===== src/rtl/uart_msg_gen.sv =====
// Streams the fixed message "Hello Nexys A7\r\n" to a UART transmitter over valid/ready,
// either once per start pulse or repeatedly with an idle gap between messages.
module uart_msg_gen #(
  parameter int unsigned GAP_CYCLES  = 100_000_000,
  parameter bit          AUTO_REPEAT = 1'b1
) (
  input  logic       clk,
  input  logic       rst,
  input  logic       start,
  output logic [7:0] tx_data,
  output logic       tx_valid,
  input  logic       tx_ready,
  output logic       busy,
  output logic       done
);

  typedef enum logic [1:0] {
    IDLE = 2'd0,
    SEND = 2'd1,
    GAP  = 2'd2
  } state_e;

  localparam int unsigned CW = $clog2(GAP_CYCLES + 1);
  localparam logic [CW-1:0] GAP_LAST = CW'(GAP_CYCLES - 1);
  localparam state_e RST_STATE = AUTO_REPEAT ? SEND : IDLE;
  localparam logic [3:0] LAST_IDX = 4'd15;

  function automatic logic [7:0] msg_byte(input logic [3:0] idx);
    case (idx)
      4'd0:    msg_byte = 8'h48;
      4'd1:    msg_byte = 8'h65;
      4'd2:    msg_byte = 8'h6C;
      4'd3:    msg_byte = 8'h6C;
      4'd4:    msg_byte = 8'h6F;
      4'd5:    msg_byte = 8'h20;
      4'd6:    msg_byte = 8'h4E;
      4'd7:    msg_byte = 8'h65;
      4'd8:    msg_byte = 8'h78;
      4'd9:    msg_byte = 8'h79;
      4'd10:   msg_byte = 8'h73;
      4'd11:   msg_byte = 8'h20;
      4'd12:   msg_byte = 8'h41;
      4'd13:   msg_byte = 8'h37;
      4'd14:   msg_byte = 8'h0D;
      default: msg_byte = 8'h0A;
    endcase
  endfunction

  state_e        state_q, state_d;
  logic [3:0]    idx_q, idx_d;
  logic [CW-1:0] cnt_q, cnt_d;
  logic [7:0]    data_q, data_d;
  logic          valid_q, valid_d;
  logic          done_q, done_d;
  logic          xfer;

  assign xfer = valid_q & tx_ready;

  always_comb begin
    // NOTE: every variable gets a default first so no path leaves one unassigned (no latches).
    state_d = state_q;
    idx_d   = idx_q;
    cnt_d   = cnt_q;
    done_d  = 1'b0;

    case (state_q)
      IDLE: begin
        if (start) begin
          state_d = SEND;
          idx_d   = '0;
        end
      end
      SEND: begin
        if (xfer) begin
          if (idx_q == LAST_IDX) begin
            idx_d   = '0;
            cnt_d   = '0;
            done_d  = 1'b1;
            state_d = AUTO_REPEAT ? GAP : IDLE;
          end else begin
            idx_d = idx_q + 4'd1;
          end
        end
      end
      GAP: begin
        if (start) begin
          state_d = SEND;
          idx_d   = '0;
        end else if (cnt_q == GAP_LAST) begin
          state_d = SEND;
        end else begin
          cnt_d = cnt_q + CW'(1);
        end
      end
      default: state_d = IDLE;
    endcase

    // Outputs are registered from the next state so the byte for index i+1 appears
    // at the same edge that accepts byte i.
    valid_d = (state_d == SEND);
    data_d  = valid_d ? msg_byte(idx_d) : 8'h00;
  end

  // NOTE: state registers use non-blocking assignments so all flops update together at the edge.
  always_ff @(posedge clk) begin
    if (rst) begin
      state_q <= RST_STATE;
      idx_q   <= '0;
      cnt_q   <= '0;
      data_q  <= 8'h00;
      valid_q <= 1'b0;
      done_q  <= 1'b0;
    end else begin
      state_q <= state_d;
      idx_q   <= idx_d;
      cnt_q   <= cnt_d;
      data_q  <= data_d;
      valid_q <= valid_d;
      done_q  <= done_d;
    end
  end

  // busy tracks the registered valid so it reads low in the first auto-mode cycle after reset.
  assign tx_data  = data_q;
  assign tx_valid = valid_q;
  assign busy     = valid_q;
  assign done     = done_q;

endmodule

===== config.mk =====
export PLATFORM = sky130hd
export DESIGN_NAME = uart_msg_gen
export DESIGN_NICKNAME = d
export VERILOG_FILES = /design/src/rtl/uart_msg_gen.sv
export SDC_FILE = /design/constraint.sdc
export NUM_CORES = 1
export LEC_CHECK = 0
export CORE_ASPECT_RATIO = 0.8
export CORE_MARGIN = 2
export CORE_UTILIZATION = 31
export DETAILED_ROUTE_END_ITERATION = 8
export PLACE_DENSITY_LB_ADDON = 0.05
export SLEW_MARGIN = 0
export SYNTH_ARGS = -nofsm -noshare
export SYNTH_HDL_FRONTEND = slang
export SYNTH_SLANG_ARGS = --single-unit

===== constraint.sdc =====
create_clock -name clk -period 2.97 [get_ports clk]
set_clock_uncertainty 0.1 [all_clocks]
set_input_delay 0.297 -clock clk [delete_from_list [all_inputs] [get_ports clk]]
set_output_delay 0.297 -clock clk [all_outputs]
set_load 0.005 [all_outputs]

==> flow_summary.yaml, run 1 <==
status:
  status: "finished, final reports clean"
route:
  wl_mm: 4.945
  drtAntennaViolNets: 0
  vias: 1862
  via_per_inst: 5.005
  first_pass_iters: 4
  drc_errors: 0
  initialDrtViolationCount: 59
  wl_per_cell_um: 13.29
setup_path:
  path_cells: "or4_4 -> or4_4 -> nor2_2 -> a31oi_1 -> or2_0 -> a2111oi_2"
  cp_data_required_time_ns: 3.06
  cp_max_fo: 8
  cp-start-kind: "flip-flop"
  critPathCaptureType: "flip-flop"
  crit_family: "simple AND/OR/NAND/NOR gates"
  reg2regPathDepth: 6
  crit_path_frequent_cell: "or4_4"
  crit_slowest_cell: "or4_4"
  r2r_slack_ns: 0.36
  cp.arrival_ns: 2.70
  rr_endpoint: "tx_data[1]$_SDFF_PP0_"
  r2r_start: "cnt_q[10]$_SDFFE_PP0P_"
  criticalPathCategory: "reg2reg"
  path_buf_inv: 0
  cpPeakStageDelay_ns: 0.57
die:
  die_w_um: 98.74
  num_rows: 27
  ioPinCount: 15
  fp.dieH_um: 79.79
  initial_core_util: 0.3214
  dieArea_mm2: 0.007878
  core_mm2: 0.006925
power:
  power_leakage_nw: 0.9158
  power.density_mw_per_mm2: 432.5
  swShare: 0.2288
  power_frac_seq: 0.517
  power_switching_mw: 0.2552
  pwr-share-clk: 0.406
  pwr-share-comb: 0.077
  intPower_mw: 0.8602
  ir_drop_uv: 181.2
clock_tree:
  cts_setup_buffers: 0
  post_cts_resized: 0
  clk_pin_slew_ns: 0.09
  cts_tree: "yes"
  clockBufferDepth: 2
  clock_latency_ns: 0.29
  holdBufCountCts: 0
  cts.sinks: 42
  cts_htree_levels: 2
  cts_root_buffer: "clkbuf_8"
  cts_buffers: 5
final_layout:
  syn_to_final_growth_pct: 15.85
  antenna_cells: 0
  fillers: 721
  multiInputGateArea_mm2: 0.001277
  post-route-util: 0.3724
  final_layout_size_suffix_gt1_frac: 0.09825
  finalNetCount: 297
  seq_area_um2: 840.8
yosys:
  post_synth_fa_ha_maj_area_fraction: 0.05059
  seq_area_frac_synth: 0.3777
  ys_dominant_reg_cell: "dfxtp_1"
  synth_mux_area_frac: 0.03204
  yosysTopAreaCell: "dfxtp_1"
  synthTopCellsByArea: "dfxtp_1, nor2_1, ha_1, a21oi_1, or3_1"
  synthesis.area_mm2: 0.002226
  async_flop_share: 0
  yosys.cell_types.count: 58
  synth_compound_area_frac: 0.1653
  yosysWarnings: 0
  synth_top_area_share: 0.3777
  syn_inst: 267
  synth_top_family_by_area: "simple AND/OR/NAND/NOR gates"
  synth-edff-count: 0
  syn_area_per_cell_um2: 8.337
  syn_nets: 280
  postSynthRegisterBits: 42
  synthXorXnorAreaFrac: 0.05115
  synth-simple-area-share: 0.2732
sta:
  relSlewSlack: 0.5949
  tightest_slew_ns: 0.6077
  finalHoldViolations: 0
  timing.final.crit_share: 0.8778
  finalMaxSlewViolations: 0
  period_needed_ns: 2.607
  fin_ws_ns: 0.3629
  finalSetupViolCount: 0
  grt_setup_unrepaired: "false"
  fmax_ghz: 0.3836
  tns_ns: 0
worst_hold_path:
  hp-class: "reg2reg"
  hold_path.startpoint: "cnt_q[21]$_SDFFE_PP0P_"
  hold_depth: 2
  hold_end: "cnt_q[21]$_SDFFE_PP0P_"
place:
  gp_congestion: 0.7315
  port_buffers: 13
  dp_slack_ns: 0.2073
  hpwl_mm: 3.615
global_route:
  grt.overflow.total: 0
  antenna_found_initial: 0
  grt_util_all_layers: 0.1329
  grt_pass1_vias: 1707
  grt_start_max_net_pins: 27
  grt_pass1_wl_mm: 8.397
run:
  maxCapViolations: 0
-- kinds of logic after synthesis --
logic type,after synthesis
muxes,7
DFF,42
and+or+nand+nor,114
AOI/OAI and AO/OA,57
xor gates and xnor gates,13
adders and majority gates,9
buffers and inverters,24
other,1
-- power by group through the flow --
stage | combinational, mW | sequential [mW] | clock [mW]
final | 0.0861 | 0.576 | 0.453
after floorplan | 0.0550 | 0.589 | 0
after detailed placement | 0.0873 | 0.590 | 0
after global placement | 0.0873 | 0.590 | 0
after global routing | 0.0969 | 0.578 | 0.500
after CTS | 0.0876 | 0.577 | 0.475
-- registers in the layout, indices dropped and copies added (netlist names) --
signal   flops
busy         1
cnt_q       27
done         1
idx_q        4
state_q      2
tx_data      7
-- worst max path at each step --
stage                            endpoint              startpoint  depth (start not counted)  slack [ns]
finish              tx_data[1]$_SDFF_PP0_  cnt_q[10]$_SDFFE_PP0P_                          6        0.36
global route        tx_data[3]$_SDFF_PP0_         busy$_SDFF_PP0_                          7        0.27
global placement    tx_data[0]$_SDFF_PP0_                tx_ready                          8        0.23
floorplan           tx_data[0]$_SDFF_PP0_     idx_q[0]$_SDFF_PP0_                          8        0.65
detailed placement  tx_data[3]$_SDFF_PP0_                tx_ready                          8        0.21
CTS                 tx_data[1]$_SDFF_PP0_  cnt_q[10]$_SDFFE_PP0P_                          6        0.34
-- routing by layer --
metal  vias up  global-route usage  share of wire
li1        982                   -              -
met1       859              0.1926           0.55
met2        16              0.1986           0.41
met3         5             0.03327          0.029
met4         0             0.02877         0.0069
met5         -                   0              0
-- layout make-up --
| type | instances | area share |
|---|---|---|
| clock buffer | 5 | 0.02669 |
| timing repair buffer | 22 | 0.07666 |
| clock inverter | 3 | 0.01553 |
| sequential | 42 | 0.3261 |
| tap | 87 | 0.04221 |
| inverter | 12 | 0.01747 |
| multi-input combinational | 201 | 0.4954 |
-- synthesized netlist by cell type, types with 3 or more instances --
cell	n
xor2_1	3
dfxtp_1	42
ha_1	9
or3_1	15
nand3_1	15
o211ai_1	3
clkbuf_1	6
o21ai_0	12
mux2i_1	6
nand2_1	16
xnor2_1	10
nor2_1	33
inv_1	12
nor3_1	5
nand4_1	3
a21oi_1	21
and3_1	4
-- placed cells by master, fill, tap and decap left out, types with 5 or more instances in the layout --
cell and instances:
buf_4 9, mux2i_1 6, clkdlybuf4s50_1 13, nor2_1 33
nand3_1 15, nor3_1 5, ha_1 9, o21ai_0 12
or3_1 15, nand2_1 16, xnor2_1 10, dfxtp_1 42
inv_1 12, clkbuf_8 5, a21oi_1 21
-- tightest hold or removal path, stage by stage (launching register included) --
cell	delay, ns
dfxtp_1	0.33
o21ai_0	0.07
a21oi_1	0.06
-- through the flow --
| stage | hold slack (ns) | instances | power [mW] | cell area (um^2) |
|---|---|---|---|---|
| floorplan | 0.3580 | 267 | 0.6445 | 2226 |
| global placement | 0.3842 | 364 | 0.6773 | 2470 |
| detailed placement | 0.3867 | 364 | 0.6770 | 2470 |
| CTS | 0.4070 | 372 | 1.139 | 2579 |
| global route | 0.4433 | 372 | 1.175 | 2579 |
| finish | 0.4049 | 372 | 1.115 | 2579 |
No activity file was read; power rests on OpenSTA's default activity.
==> run 2, diff against run 1 <==
==> constraint.sdc (replaced) <==
create_clock -name clk -period 3.2 [get_ports clk]
set_clock_uncertainty 0.1 [all_clocks]
set_input_delay 0.32 -clock clk [delete_from_list [all_inputs] [get_ports clk]]
set_output_delay 0.32 -clock clk [all_outputs]
set_load 0.005 [all_outputs]
==> run 2 against run 1 <==
Clock-buffer cell count rose by 2. Sequential share of layout area grew 0.61 points. Global-route usage grew 0.18 points. Non-clock buffer count down 4. Utilization decreased by 0.69 points. Die area is the same. Wire length grew 0.77%. Sequential power is 7.1% lower. Register-to-register slack better by 0.12 ns. Largest cell class unchanged.
==> flow_summary.yaml, run 2 (synthesis gave the netlist of run 1 again) <==
final_layout:
  finalNetCount: 293
  fillers: 722
  largest-register: "cnt_q"
  multiInputGateArea_mm2: 0.001277
  seq_area_um2: 840.8
  layout_commonest_cell: "dfxtp_1"
  syn_to_final_growth_pct: 13.72
  post-route-util: 0.3655
  largest_register_ffs: 27
  final_cells: 368
  antenna_cells: 0
  final_area_mm2: 0.002531
  final_cell_mix: "dfxtp_1, nor2_1, a21oi_1, nand2_1"
  final_layout_size_suffix_gt1_frac: 0.08185
route:
  initialDrtViolationCount: 104
  first_pass_iters: 4
  wl_per_cell_um: 13.54
  drtAntennaViolNets: 0
  wl_mm: 4.983
  vias: 1839
  via_per_inst: 4.997
  drc_errors: 0
power:
  power.density_mw_per_mm2: 384.7
  power_leakage_nw: 0.8869
  ir_drop_uv: 152.1
setup_path:
  cp-start-kind: "flip-flop"
  cp_data_required_time_ns: 3.28
  r2r_start: "cnt_q[10]$_SDFFE_PP0P_"
  criticalPathCategory: "reg2reg"
  r2r_slack_ns: 0.49
  cpPeakStageDelay_ns: 0.69
  reg2regPathDepth: 6
  path_cells: "or4_4 -> or4_4 -> o211ai_1 -> nor3_1 -> xnor2_1 -> nor2_1"
  crit_family: "simple AND/OR/NAND/NOR gates"
  critPathCaptureType: "flip-flop"
  crit_slowest_cell: "o211ai_1"
  cp_max_fo: 12
  crit_path_frequent_cell: "or4_4"
  cp_num_cells: 6
  path_buf_inv: 0
  rr_endpoint: "cnt_q[12]$_SDFFE_PP0P_"
  cp.arrival_ns: 2.79
run:
  maxCapViolations: 0
place:
  hpwl_mm: 3.519
  place_area_mm2: 0.002440
  gp_congestion: 0.7754
  dp_slack_ns: 0.3103
  dp.cells: 360
  port_buffers: 13
global_route:
  grt_pass1_vias: 1690
  grt_pass1_wl_mm: 8.452
  grt.overflow.total: 0
  grt_util_all_layers: 0.1348
  grt_start_max_net_pins: 27
  antenna_found_initial: 0
clock_tree:
  clock_latency_ns: 0.29
  cts_root_buffer: "clkbuf_8"
  cts_setup_buffers: 0
  cts.sinks: 42
  cts_buffers: 5
  clk_pin_slew_ns: 0.08
  post_cts_resized: 0
  cts_tree: "yes"
  cts_htree_levels: 2
  clockBufferDepth: 2
  holdBufCountCts: 0
die:
  die_w_um: 98.74
  ioPinCount: 15
  num_rows: 27
  initial_core_util: 0.3214
  dieArea_mm2: 0.007878
  core_mm2: 0.006925
  fp.dieH_um: 79.79
worst_hold_path:
  hold_depth: 2
  hold_path.startpoint: "cnt_q[21]$_SDFFE_PP0P_"
  hold_end: "cnt_q[21]$_SDFFE_PP0P_"
  hp-class: "reg2reg"
sta:
  tns_ns: 0
  finalSetupViolCount: 0
  finalHoldViolations: 0
  grt_setup_unrepaired: "false"
  relSlewSlack: 0.4581
  period_needed_ns: 2.713
  fmax_ghz: 0.3687
  tightest_slew_ns: 0.8092
  timing.final.crit_share: 0.8477
  fin_ws_ns: 0.4875
  finalMaxSlewViolations: 0
status:
  status: "finished, final reports clean"
## run 2: area by class of cell
type,instances,area share
Multi-Input combinational cell,201,0.5047
Sequential cell,42,0.3322
Timing Repair Buffer,18,0.06624
Tap cell,87,0.04301
Clock buffer,7,0.03411
Inverter,12,0.01780
Clock inverter,1,0.001977
## run 2: worst max path at each step
stage	startpoint	end	slack (ns)
6_report	cnt_q[10]$_SDFFE_PP0P_	cnt_q[12]$_SDFFE_PP0P_	0.49
4_1_cts	cnt_q[10]$_SDFFE_PP0P_	cnt_q[12]$_SDFFE_PP0P_	0.47
5_1_grt	cnt_q[10]$_SDFFE_PP0P_	cnt_q[14]$_SDFFE_PP0P_	0.34
3_5_place_dp	tx_ready	tx_data[3]$_SDFF_PP0_	0.31
3_3_place_gp	tx_ready	tx_data[3]$_SDFF_PP0_	0.33
2_1_floorplan	idx_q[0]$_SDFF_PP0_	tx_data[0]$_SDFF_PP0_	0.88
## run 2: layer usage
metal	track usage	routed length (um)
met5	0	0
met4	0.04110	44
met3	0.02977	145
met2	0.1919	1984
met1	0.2003	2809
## run 2: tightest hold or removal path: stages, from the launching register on
cell and delay, ns:
dfxtp_1 0.32, o21ai_0 0.07, a21oi_1 0.06
## run 2: per-stage QoR
stage / total power [mW] / hold WS, ns
finish: 0.9739 / 0.3996
global route: 1.026 / 0.4216
CTS: 0.9915 / 0.3988
detailed placement: 0.6275 / 0.3760
global placement: 0.6279 / 0.3805
floorplan: 0.5981 / 0.3580
## run 2: power by group
group	internal (mW)	switching, mW	leakage (nW)
clock network	0.174	0.184	0.0482
registers	0.530	0.00491	0.340
logic	0.0384	0.0422	0.498
==> run 3, diff against run 2 <==
==> constraint.sdc (replaced) <==
create_clock -name clk -period 2.38 [get_ports clk]
set_clock_uncertainty 0.1 [all_clocks]
set_input_delay 0.238 -clock clk [delete_from_list [all_inputs] [get_ports clk]]
set_output_delay 0.238 -clock clk [all_outputs]
set_load 0.005 [all_outputs]
==> run 3 against run 2 <==
Utilization grew 5.3 points. Maximum frequency increased by 15%. Wire length up 8.7%. Register-to-register slack got worse by 0.46 ns. Critical path depth is 1 higher. Clock power up 36%. Non-clock buffer count up 42. Setup slack worse by 0.46 ns. Total power rose by 39%. Clock-buffer cell count did not move. Sequential power rose by 34%. Combinational power rose by 82%. Critical endpoint is now tx_data[1]$_SDFF_PP0_.
==> flow_summary.yaml, run 3 (synthesis gave the netlist of run 1 again) <==
route:
  first_pass_iters: 4
  drc_errors: 0
  wl_per_cell_um: 13.21
  initialDrtViolationCount: 72
  wl_mm: 5.418
  vias: 2005
  via_per_inst: 4.890
  drtAntennaViolNets: 0
clock_tree:
  cts_tree: "yes"
  cts_htree_levels: 2
  clk_pin_slew_ns: 0.09
  clockBufferDepth: 2
  cts.sinks: 42
  clock_latency_ns: 0.30
  cts_root_buffer: "clkbuf_8"
  cts_buffers: 5
global_route:
  grt_util_all_layers: 0.1468
  antenna_found_initial: 0
  grt.overflow.total: 0
  grt_pass1_vias: 1867
  grt_start_max_net_pins: 16
  grt_pass1_wl_mm: 9.128
place:
  dp_slack_ns: -0.1088
  gp_congestion: 0.7814
  port_buffers: 13
  hpwl_mm: 4.088
  place_area_mm2: 0.002740
die:
  initial_core_util: 0.3214
  ioPinCount: 15
  dieArea_mm2: 0.007878
  die_w_um: 98.74
  fp.dieH_um: 79.79
  core_mm2: 0.006925
  num_rows: 27
final_layout:
  layout_commonest_cell: "buf_4"
  fillers: 695
  largest-register: "cnt_q"
  finalNetCount: 335
  antenna_cells: 0
  syn_to_final_growth_pct: 30.35
  final_layout_size_suffix_gt1_frac: 0.2291
  final_cell_mix: "buf_4, dfxtp_1, nor2_1, a21oi_1, nand2_1"
  largest_register_ffs: 27
  final_area_mm2: 0.002902
setup_path:
  cp_max_fo: 8
  path_cells: "or4bb_1 -> or4_4 -> nor2_4 -> a31oi_1 -> or2_1 -> buf_6 -> a2111oi_4"
  cp-start-kind: "flip-flop"
  critPathCaptureType: "flip-flop"
  criticalPathCategory: "reg2reg"
  cp.arrival_ns: 2.46
  crit_slowest_cell: "or4_4"
  cp_data_required_time_ns: 2.48
  r2r_slack_ns: 0.02
  cpPeakStageDelay_ns: 0.58
  rr_endpoint: "tx_data[1]$_SDFF_PP0_"
  reg2regPathDepth: 7
  r2r_start: "cnt_q[18]$_SDFFE_PP0P_"
power:
  ir_drop_uv: 210.4
  power_leakage_nw: 1.099
  power.density_mw_per_mm2: 465.3
  total_power_mw: 1.350
worst_hold_path:
  hold_path.startpoint: "cnt_q[21]$_SDFFE_PP0P_"
  hold_end: "cnt_q[21]$_SDFFE_PP0P_"
  hold_depth: 2
  hp-class: "reg2reg"
sta:
  fmax_ghz: 0.4242
  fin_ws_ns: 0.02285
  period_needed_ns: 2.357
  grt_setup_unrepaired: "true"
  finalMaxSlewViolations: 0
  tns_ns: 0
  timing.final.crit_share: 0.9904
  finalSetupViolCount: 0
  finalHoldViolations: 0
status:
  status: "finished, final reports clean"
run:
  maxCapViolations: 0
## run 3: through the flow
step | std cells | utilization | hold WS, ns
floorplan | 267 | - | 0.3580
global placement | 400 | 0.3957 | 0.3812
detailed placement | 400 | 0.3957 | 0.3767
CTS | 409 | 0.4134 | 0.3937
global route | 410 | 0.4190 | 0.4081
finish | 410 | 0.4190 | 0.4005
## run 3: layout make-up
| cell class | instances | area (um^2) | area share |
|---|---|---|---|
| clock inverters | 1 | 5.005 | 0.001725 |
| inverters | 12 | 45.04 | 0.01552 |
| well taps | 87 | 108.9 | 0.03752 |
| flip-flops and latches | 42 | 843.3 | 0.2906 |
| repair buffers | 60 | 486.7 | 0.1677 |
| clock buffers | 7 | 86.33 | 0.02975 |
| multi-input cells | 201 | 1326 | 0.4571 |
## run 3: worst max path at each step
stage / start / end / slack, ns
2_1_floorplan: idx_q[0]$_SDFF_PP0_ / tx_data[0]$_SDFF_PP0_ / 0.06
6_report: cnt_q[18]$_SDFFE_PP0P_ / tx_data[1]$_SDFF_PP0_ / 0.02
3_3_place_gp: tx_ready / tx_data[0]$_SDFF_PP0_ / -0.09
5_1_grt: idx_q[0]$_SDFF_PP0_ / tx_data[0]$_SDFF_PP0_ / -0.10
3_5_place_dp: tx_ready / tx_data[0]$_SDFF_PP0_ / -0.11
4_1_cts: idx_q[0]$_SDFF_PP0_ / tx_data[0]$_SDFF_PP0_ / 0.000003
## run 3: power breakdown
| group | internal [mW] | total, mW | switching [mW] | leakage [nW] |
|---|---|---|---|---|
| clock network | 0.235 | 0.487 | 0.253 | 0.0482 |
| registers | 0.713 | 0.716 | 0.00349 | 0.341 |
| logic | 0.0782 | 0.147 | 0.0686 | 0.710 |
| total | 1.03 | 1.35 | 0.325 | 1.10 |
## run 3: per-layer routing
| layer | track usage | vias to the layer above | share of wire |
|---|---|---|---|
| li1 | - | 1052 | - |
| met2 | 0.2176 | 33 | 0.41 |
| met3 | 0.03152 | 8 | 0.034 |
| met5 | 0 | - | 0 |
| met4 | 0.04110 | 0 | 0.011 |
| met1 | 0.2136 | 912 | 0.54 |
## run 3: timing repair
| action | 4_1_cts | 5_1_grt |
|---|---|---|
| pin swaps | 2 | 0 |
| hold buffers | 0 | 0 |
| setup endpoints to repair | 2 | 14 |
| buffers inserted | 1 | 1 |
| resized for setup | 5 | 11 |
## run 3: worst max-delay path, delay by kind of cell (launching register included)
family | cells | cell delay [ns]
AOI/OAI and AO/OA | 2 | 0.27
and+or+nand+nor | 4 | 1.40
buffers and inverters | 1 | 0.15
DFF | 1 | 0.33
